`config.mk`:
```
export PLATFORM = sky130hd
export DESIGN_NAME = kypd_scan_ctrl_flat
export DESIGN_NICKNAME = d
export VERILOG_FILES = /design/src/rtl/kypd_scan_ctrl_if.sv /design/src/rtl/kypd_scan_ctrl.sv /design/src/flat_wrapper.sv
export SDC_FILE = /design/constraint.sdc
export NUM_CORES = 1
export LEC_CHECK = 0
export CAP_MARGIN = 10
export CORE_AREA = 2 2 138 140
export CTS_BUF_LIST = sky130_fd_sc_hd__clkbuf_16
export CTS_CLUSTER_DIAMETER = 150
export DETAILED_ROUTE_END_ITERATION = 16
export DIE_AREA = 0 0 140 142
export HOLD_SLACK_MARGIN = 0.1
export PLACE_DENSITY = 0.42
export SETUP_SLACK_MARGIN = 0.15
export SYNTH_ARGS = -nofsm -noshare
export SYNTH_HDL_FRONTEND = slang
export SYNTH_SLANG_ARGS = --single-unit
```
`constraint.sdc`:
```
create_clock -name clk -period 14.76 [get_ports clk]
set_clock_uncertainty 0.1 [all_clocks]
set_input_delay 2.952 -clock clk [delete_from_list [all_inputs] [get_ports clk]]
set_output_delay 2.952 -clock clk [all_outputs]
set_load 0.01 [all_outputs]
```
`src/rtl/kypd_scan_ctrl_if.sv`:
```
// kypd_scan_ctrl_if: key event handshake between the keypad scanner and its consumer.
// The master side owns code/release/valid; the slave side drives ready.
interface kypd_scan_ctrl_if;
  logic [3:0] key_code;
  logic       key_release;
  logic       key_valid;
  logic       key_ready;

  modport master (
    output key_code,
    output key_release,
    output key_valid,
    input  key_ready
  );

  modport slave (
    input  key_code,
    input  key_release,
    input  key_valid,
    output key_ready
  );
endinterface

```
`src/rtl/kypd_scan_ctrl.sv`:
```
// kypd_scan_ctrl: 4x4 keypad column scanner, frame debounce, 2-deep key event FIFO.
// Define KYPD_RELEASE_EVT_EN to also queue key-release events.
module kypd_scan_ctrl #(
  parameter int SCAN_CYCLES    = 100000,
  parameter int SETTLE_CYCLES  = 8,
  parameter int DEBOUNCE_SCANS = 4
) (
  input  logic             clk,
  input  logic             rst_n,
  input  logic [3:0]       row,
  output logic [3:0]       col,
  kypd_scan_ctrl_if.master kb,
  output logic             key_held,
  output logic             overflow
);
  localparam int CW = $clog2(SCAN_CYCLES);
  localparam int DW = $clog2(DEBOUNCE_SCANS + 1);
  localparam logic [CW-1:0] LAST = CW'(SCAN_CYCLES - 1);
  localparam logic [CW-1:0] SETL = CW'(SETTLE_CYCLES);
  localparam logic [DW-1:0] DMAX = DW'(DEBOUNCE_SCANS);
`ifdef KYPD_RELEASE_EVT_EN
  localparam int EW = 5;
`else
  localparam int EW = 4;
`endif

  logic [3:0]      row_s1_q, row_s2_q;
  logic [CW-1:0]   cnt_q, cnt_d;
  logic [1:0]      ci_q, ci_d;
  logic [3:0]      col_q, col_d;
  logic [3:0][3:0] samp_q, samp_d;
  logic [4:0]      cand_q, cand_d;
  logic [4:0]      stab_q, stab_d;
  logic [DW-1:0]   ccnt_q, ccnt_d;
  logic            held_q;
  logic [EW-1:0]   ent0_q, ent0_d;
  logic [EW-1:0]   ent1_q, ent1_d;
  logic [1:0]      fcnt_q, fcnt_d;
  logic            ovf_q, ovf_d;
`ifdef KYPD_RELEASE_EVT_EN
  logic            pend_q, pend_d;
  logic [3:0]      pend_code_q, pend_code_d;
`endif

  logic            frame_end;
  logic [4:0]      zeros;
  logic [3:0]      fcode;
  logic            ambig;
  logic [4:0]      res;
  logic            push;
  logic [EW-1:0]   push_ent;
  logic            valid;
  logic            pop;

  function automatic logic [3:0] key_map(
    input logic [1:0] c,
    input logic [1:0] r
  );
    logic [3:0] k;
    k = 4'h0;
    unique case ({c, r})
      4'h0: k = 4'h1;
      4'h1: k = 4'h4;
      4'h2: k = 4'h7;
      4'h3: k = 4'h0;
      4'h4: k = 4'h2;
      4'h5: k = 4'h5;
      4'h6: k = 4'h8;
      4'h7: k = 4'hF;
      4'h8: k = 4'h3;
      4'h9: k = 4'h6;
      4'hA: k = 4'h9;
      4'hB: k = 4'hE;
      4'hC: k = 4'hA;
      4'hD: k = 4'hB;
      4'hE: k = 4'hC;
      4'hF: k = 4'hD;
    endcase
    return k;
  endfunction

  always_comb begin
    cnt_d  = cnt_q + CW'(1);
    ci_d   = ci_q;
    col_d  = col_q;
    samp_d = samp_q;
    if (cnt_q == LAST) begin
      cnt_d = '0;
      ci_d  = ci_q + 2'd1;
    end
    if (cnt_q == '0) begin
      unique case (ci_q)
        2'd0: col_d = 4'b0111;
        2'd1: col_d = 4'b1011;
        2'd2: col_d = 4'b1101;
        2'd3: col_d = 4'b1110;
      endcase
    end
    if (cnt_q == SETL) samp_d[ci_q] = row_s2_q;
  end

  // row bit b low in column slot c is key row r = 3-b
  always_comb begin
    zeros = 5'd0;
    fcode = 4'h0;
    for (int c = 0; c < 4; c++) begin
      for (int b = 0; b < 4; b++) begin
        if (!samp_q[c][b]) begin
          zeros = zeros + 5'd1;
          fcode = key_map(2'(c), 2'(3 - b));
        end
      end
    end
  end

  assign frame_end = (cnt_q == LAST) && (ci_q == 2'd3);
  assign ambig     = (zeros > 5'd1);
  assign res       = {zeros == 5'd1, fcode};

  always_comb begin
    cand_d   = cand_q;
    ccnt_d   = ccnt_q;
    stab_d   = stab_q;
    push     = 1'b0;
    push_ent = '0;
`ifdef KYPD_RELEASE_EVT_EN
    pend_d      = 1'b0;
    pend_code_d = pend_code_q;
    if (pend_q) begin
      push     = 1'b1;
      push_ent = {1'b0, pend_code_q};
    end
`endif
    if (frame_end) begin
      if (ambig) begin
        ccnt_d = '0;
      end else if (res == cand_q) begin
        if (ccnt_q != DMAX) ccnt_d = ccnt_q + DW'(1);
      end else begin
        cand_d = res;
        ccnt_d = DW'(1);
      end
      if (ccnt_d == DMAX && cand_d != stab_q) begin
        stab_d = cand_d;
`ifdef KYPD_RELEASE_EVT_EN
        if (stab_q[4]) begin
          push        = 1'b1;
          push_ent    = {1'b1, stab_q[3:0]};
          pend_d      = cand_d[4];
          pend_code_d = cand_d[3:0];
        end else if (cand_d[4]) begin
          push     = 1'b1;
          push_ent = {1'b0, cand_d[3:0]};
        end
`else
        if (cand_d[4]) begin
          push     = 1'b1;
          push_ent = cand_d[3:0];
        end
`endif
      end
    end
  end

  assign valid = (fcnt_q != 2'd0);
  assign pop   = valid && kb.key_ready;

  always_comb begin
    ent0_d = ent0_q;
    ent1_d = ent1_q;
    fcnt_d = fcnt_q;
    ovf_d  = ovf_q;
    case (fcnt_q)
      2'd0: begin
        if (push) begin
          ent0_d = push_ent;
          fcnt_d = 2'd1;
        end
      end
      2'd1: begin
        if (push && pop) begin
          ent0_d = push_ent;
        end else if (pop) begin
          fcnt_d = 2'd0;
        end else if (push) begin
          ent1_d = push_ent;
          fcnt_d = 2'd2;
        end
      end
      2'd2: begin
        if (pop) begin
          ent0_d = ent1_q;
          if (push) ent1_d = push_ent;
          else      fcnt_d = 2'd1;
        end else if (push) begin
          ovf_d = 1'b1;
        end
      end
      default: fcnt_d = 2'd0;
    endcase
  end

  always_ff @(posedge clk or negedge rst_n) begin
    if (!rst_n) begin
      row_s1_q <= 4'hF;
      row_s2_q <= 4'hF;
      cnt_q    <= '0;
      ci_q     <= 2'd0;
      col_q    <= 4'hF;
      samp_q   <= {4{4'hF}};
      cand_q   <= 5'd0;
      stab_q   <= 5'd0;
      ccnt_q   <= '0;
      held_q   <= 1'b0;
      ent0_q   <= '0;
      ent1_q   <= '0;
      fcnt_q   <= 2'd0;
      ovf_q    <= 1'b0;
`ifdef KYPD_RELEASE_EVT_EN
      pend_q      <= 1'b0;
      pend_code_q <= 4'h0;
`endif
    end else begin
      row_s1_q <= row;
      row_s2_q <= row_s1_q;
      cnt_q    <= cnt_d;
      ci_q     <= ci_d;
      col_q    <= col_d;
      samp_q   <= samp_d;
      cand_q   <= cand_d;
      stab_q   <= stab_d;
      ccnt_q   <= ccnt_d;
      held_q   <= stab_d[4];
      ent0_q   <= ent0_d;
      ent1_q   <= ent1_d;
      fcnt_q   <= fcnt_d;
      ovf_q    <= ovf_d;
`ifdef KYPD_RELEASE_EVT_EN
      pend_q      <= pend_d;
      pend_code_q <= pend_code_d;
`endif
    end
  end

  assign col         = col_q;
  assign key_held    = held_q;
  assign overflow    = ovf_q;
  assign kb.key_valid = valid;
  assign kb.key_code  = valid ? ent0_q[3:0] : 4'h0;
`ifdef KYPD_RELEASE_EVT_EN
  assign kb.key_release = valid & ent0_q[4];
`else
  assign kb.key_release = 1'b0;
`endif
endmodule
```
`src/flat_wrapper.sv`:
```
// flat-port wrapper written by rule: the top's interface ports become plain ports
module kypd_scan_ctrl_flat 
#(
  parameter int SCAN_CYCLES    = 100000,
  parameter int SETTLE_CYCLES  = 8,
  parameter int DEBOUNCE_SCANS = 4
)
  (clk, rst_n, row, col, key_held, overflow, kb_key_code, kb_key_release, kb_key_valid, kb_key_ready);
  kypd_scan_ctrl_if kb_i ();
  input  logic clk;
  input  logic rst_n;
  input  logic [3:0] row;
  output logic [3:0] col;
  output logic key_held;
  output logic overflow;
  output wire logic [$bits(kb_i.key_code)-1:0] kb_key_code;
  output wire logic [$bits(kb_i.key_release)-1:0] kb_key_release;
  output wire logic [$bits(kb_i.key_valid)-1:0] kb_key_valid;
  input wire logic [$bits(kb_i.key_ready)-1:0] kb_key_ready;
  assign kb_key_code = kb_i.key_code;
  assign kb_key_release = kb_i.key_release;
  assign kb_key_valid = kb_i.key_valid;
  assign kb_i.key_ready = kb_key_ready;
  kypd_scan_ctrl #(.SCAN_CYCLES(SCAN_CYCLES), .SETTLE_CYCLES(SETTLE_CYCLES), .DEBOUNCE_SCANS(DEBOUNCE_SCANS)) u_core (.clk(clk), .rst_n(rst_n), .row(row), .col(col), .kb(kb_i), .key_held(key_held), .overflow(overflow));
endmodule
```
==> results.cfg <==
[run_status]
run_status = finished clean

[detailed_routing]
drt_first_pass_iters = 6
drt_drc_violations_left = 0
drt.antenna.violating_nets = 0
initialDrtViolationCount = 156
detailroute.via_count = 4038
avgRoutedWirePerCell_um = 14.2
detail_route.vias_per_cell = 4.90
wirelength_um = 11700

[setup_path]
crit_end = u_core.ent0_q[3]
worst-path-buf-inv = 3
critical_path.endpoint_type = flip-flop
cp_slowest_cell = dfstp_2
crit_required_ns = 14.87
critPathArrivalTime_ns = 12.20
crit_family = adder cells
worst_r2r_path_depth = 55
critical_path.reg2reg.startpoint = u_core.samp_q[1]
rr_endpoint = u_core.ent0_q[3]
crit_path_max_fanout = 10
max_stage_delay_ns = 0.56
worst-path-stages = 55
crit_path_frequent_cell = ha_1
reg_to_reg_slack_setup_ns = 2.67
critical_path.startpoint_type = flip-flop
crit_type = reg2reg
timing.critical_path.from = u_core.samp_q[1]

[finish]
layout_net_count = 615
multiInputGateArea_mm2 = 0.00337
layout.cells.most_common_list = nand2_1 (59), dfrtp_1 (43), nor2_1 (39), inv_1 (35), xnor2_1 (35)
area.sequential_mm2 = 0.00181
antenna_cells_inserted = 0
fill_cells = 1889
mostFrequentLayoutCell = nand2_1
synthToLayoutAreaGrowth_pct = 12.6
layout-drive-gt1-share_pct = 16.6

[cts]
maximum_clock_path_buffer_count = 2
post_cts.resized_instances = 0
clk_pin_slew_ns = 0.06
post-cts-setup-buffers = 0
tritoncts = done
holdBufCountCts = 0
cts.sinks = 71
cts_htree_levels = 3
clk_root_buffer_cell = clkbuf_16
insertion_delay_ns = 0.33
cts_buffers = 9

[synth]
yosysTopAreaCell = dfrtp_1
postSynth.asyncResetShare_pct = 100
syn_inst = 572
postSynthRegisterBits = 71
yosys_warnings = 0
netlist-cell-type-count = 79
netlist_top_cells_area = dfrtp_1 (20%), dfstp_2 (14%), xnor2_1 (5.7%)
edff_count_synth = 0
yosys_most_used_dff = dfrtp_1
postSynthNetCount = 602
yosysTopAreaCellShare_pct = 19.9
syn-mean-instance-area_um2 = 9.43
synth_sequential_area_ratio_pct = 33.6
netlist_area_mm2 = 0.00539

[die]
floorplan.initialDensity_pct = 29.2
die-area_mm2 = 0.0199
io-pin-count = 19
die_w_um = 140
die_h_um = 142
core_area_mm2 = 0.0185
fp-row-count = 50

[timing]
tightestPinTransition_ns = 0.929
finalCriticalPeriod_ns = 12.09
post-route-period-util_pct = 81.9
max_freq_ghz = 0.0827
fin_setup_tns_ns = 0
setup_viol = 0
maxSlewViolCount = 0
rsz0062_at_grt = no
timing_hold_violations_final = 0
relSlewSlack_pct = 38.1

[worst_hold_path]
worst_hold_path_type = reg2reg

[global_route]
largest_net_degree_at_the_start_of_global_routing = 72
grt_first_pass_wirelength_um = 19900
met1_usage_pct = 15.5
global_route.usage.met3_pct = 1.85
track_usage_pct = 12.2
global_route.usage.met2_pct = 21.7
number_of_global_route_vias_before_repair = 4126
grt-ovfl-total = 0
global_route.peak_usage_layer = met2
grt_antenna_before_repair = 0

[place]
portBuffers = 17
hpwl_um = 8860
routability_congestion_estimate = 0.753

[flow_run]
drv.max_cap_violation_count = 0
==> area by class of cell <==
class / count / share of cell area (%)
Multi-Input combinational cell: 449 / 55.5
Sequential cell: 71 / 29.8
Tap cell: 234 / 4.82
Clock buffer: 10 / 4.12
Timing Repair Buffer: 19 / 2.97
Inverter: 35 / 2.16
Clock inverter: 6 / 0.577
==> Yosys cell counts (16+ instances only) <==
master   instances
nand2_1         59
o21ai_0         30
inv_1           34
ha_1            23
a21oi_1         17
xnor2_1         35
nor2b_1         20
nor2_1          39
dfstp_2         28
xor2_1          16
dfrtp_1         43
mux2_2          21
==> layer usage <==
| metal | part of all wire, % | vias up |
|---|---|---|
| li1 | - | 2053 |
| met1 | 49 | 1945 |
| met2 | 48 | 28 |
| met3 | 1.4 | 12 |
| met4 | 1.4 | 0 |
| met5 | 0 | - |
==> worst min path at each step <==
| stage | from | end | slack, ns | depth (start not counted) |
|---|---|---|---|---|
| floorplan | u_core.row_s1_q[0] | u_core.row_s2_q[0] | 0.25 | 0 |
| detailed placement | u_core.row_s1_q[1] | u_core.row_s2_q[1] | 0.25 | 0 |
| global route | u_core.row_s1_q[3] | u_core.row_s2_q[3] | 0.26 | 0 |
| global placement | u_core.row_s1_q[3] | u_core.row_s2_q[3] | 0.25 | 0 |
| finish | u_core.row_s1_q[1] | u_core.row_s2_q[1] | 0.25 | 0 |
| CTS | u_core.row_s1_q[1] | u_core.row_s2_q[1] | 0.26 | 0 |
==> cells by family (layout without fill, tap and decap cells) <==
logic type               count (synthesis)  in the layout  share of synthesized area, %
XOR/XNOR                                66             66                          14.8
AO/OA/AOI/OAI                          113            113                          14.5
flip-flops                              71             71                          33.6
adder cells (fa/ha/maj)                 23             23                          5.34
buffers and inverters                   52             70                          3.85
other                                    1              1                        0.0695
AND/OR/NAND/NOR                        208            208                          19.7
multiplexers                            38             38                          8.23
==> flip-flops by register name, summed over array words and instances, names as in the netlist <==
| name | flops |
|---|---|
| u_core.cand_q | 5 |
| u_core.samp_q | 16 |
| u_core.ci_q | 2 |
| u_core.fcnt_q | 2 |
| u_core.row_s2_q | 4 |
| u_core.ent0_q | 4 |
| u_core.ccnt_q | 3 |
| u_core.overflow | 1 |
| u_core.row_s1_q | 4 |
| u_core.cnt_q | 17 |
| u_core.col | 4 |
| u_core.stab_q | 5 |
| u_core.ent1_q | 4 |
==> worst register-to-register path, delay by kind of cell (launching register included) <==
family,cells,cell delay (ns)
AOI/OAI and AO/OA,15,3.12
muxes,5,1.55
DFF,1,0.56
buffers and inverters,3,0.17
adders and majority gates,13,3.67
and+or+nand+nor,16,1.90
xor gates and xnor gates,3,0.91
==> per-stage QoR <==
stage	hold slack, ns	cell area (um^2)	util, %	worst slack [ns]	instances
final	0.255	6080	32.9	2.67	824
after global placement	0.246	5790	31.4	3.01	808
after CTS	0.256	6080	32.9	2.64	824
after global routing	0.263	6080	32.9	1.73	824
after detailed placement	0.247	5790	31.4	2.70	808
after floorplan	0.245	5390	-	3.83	572
Power is not shown: default switching activity piles up to over one toggle a cycle in this logic, so the estimate is an artifact.
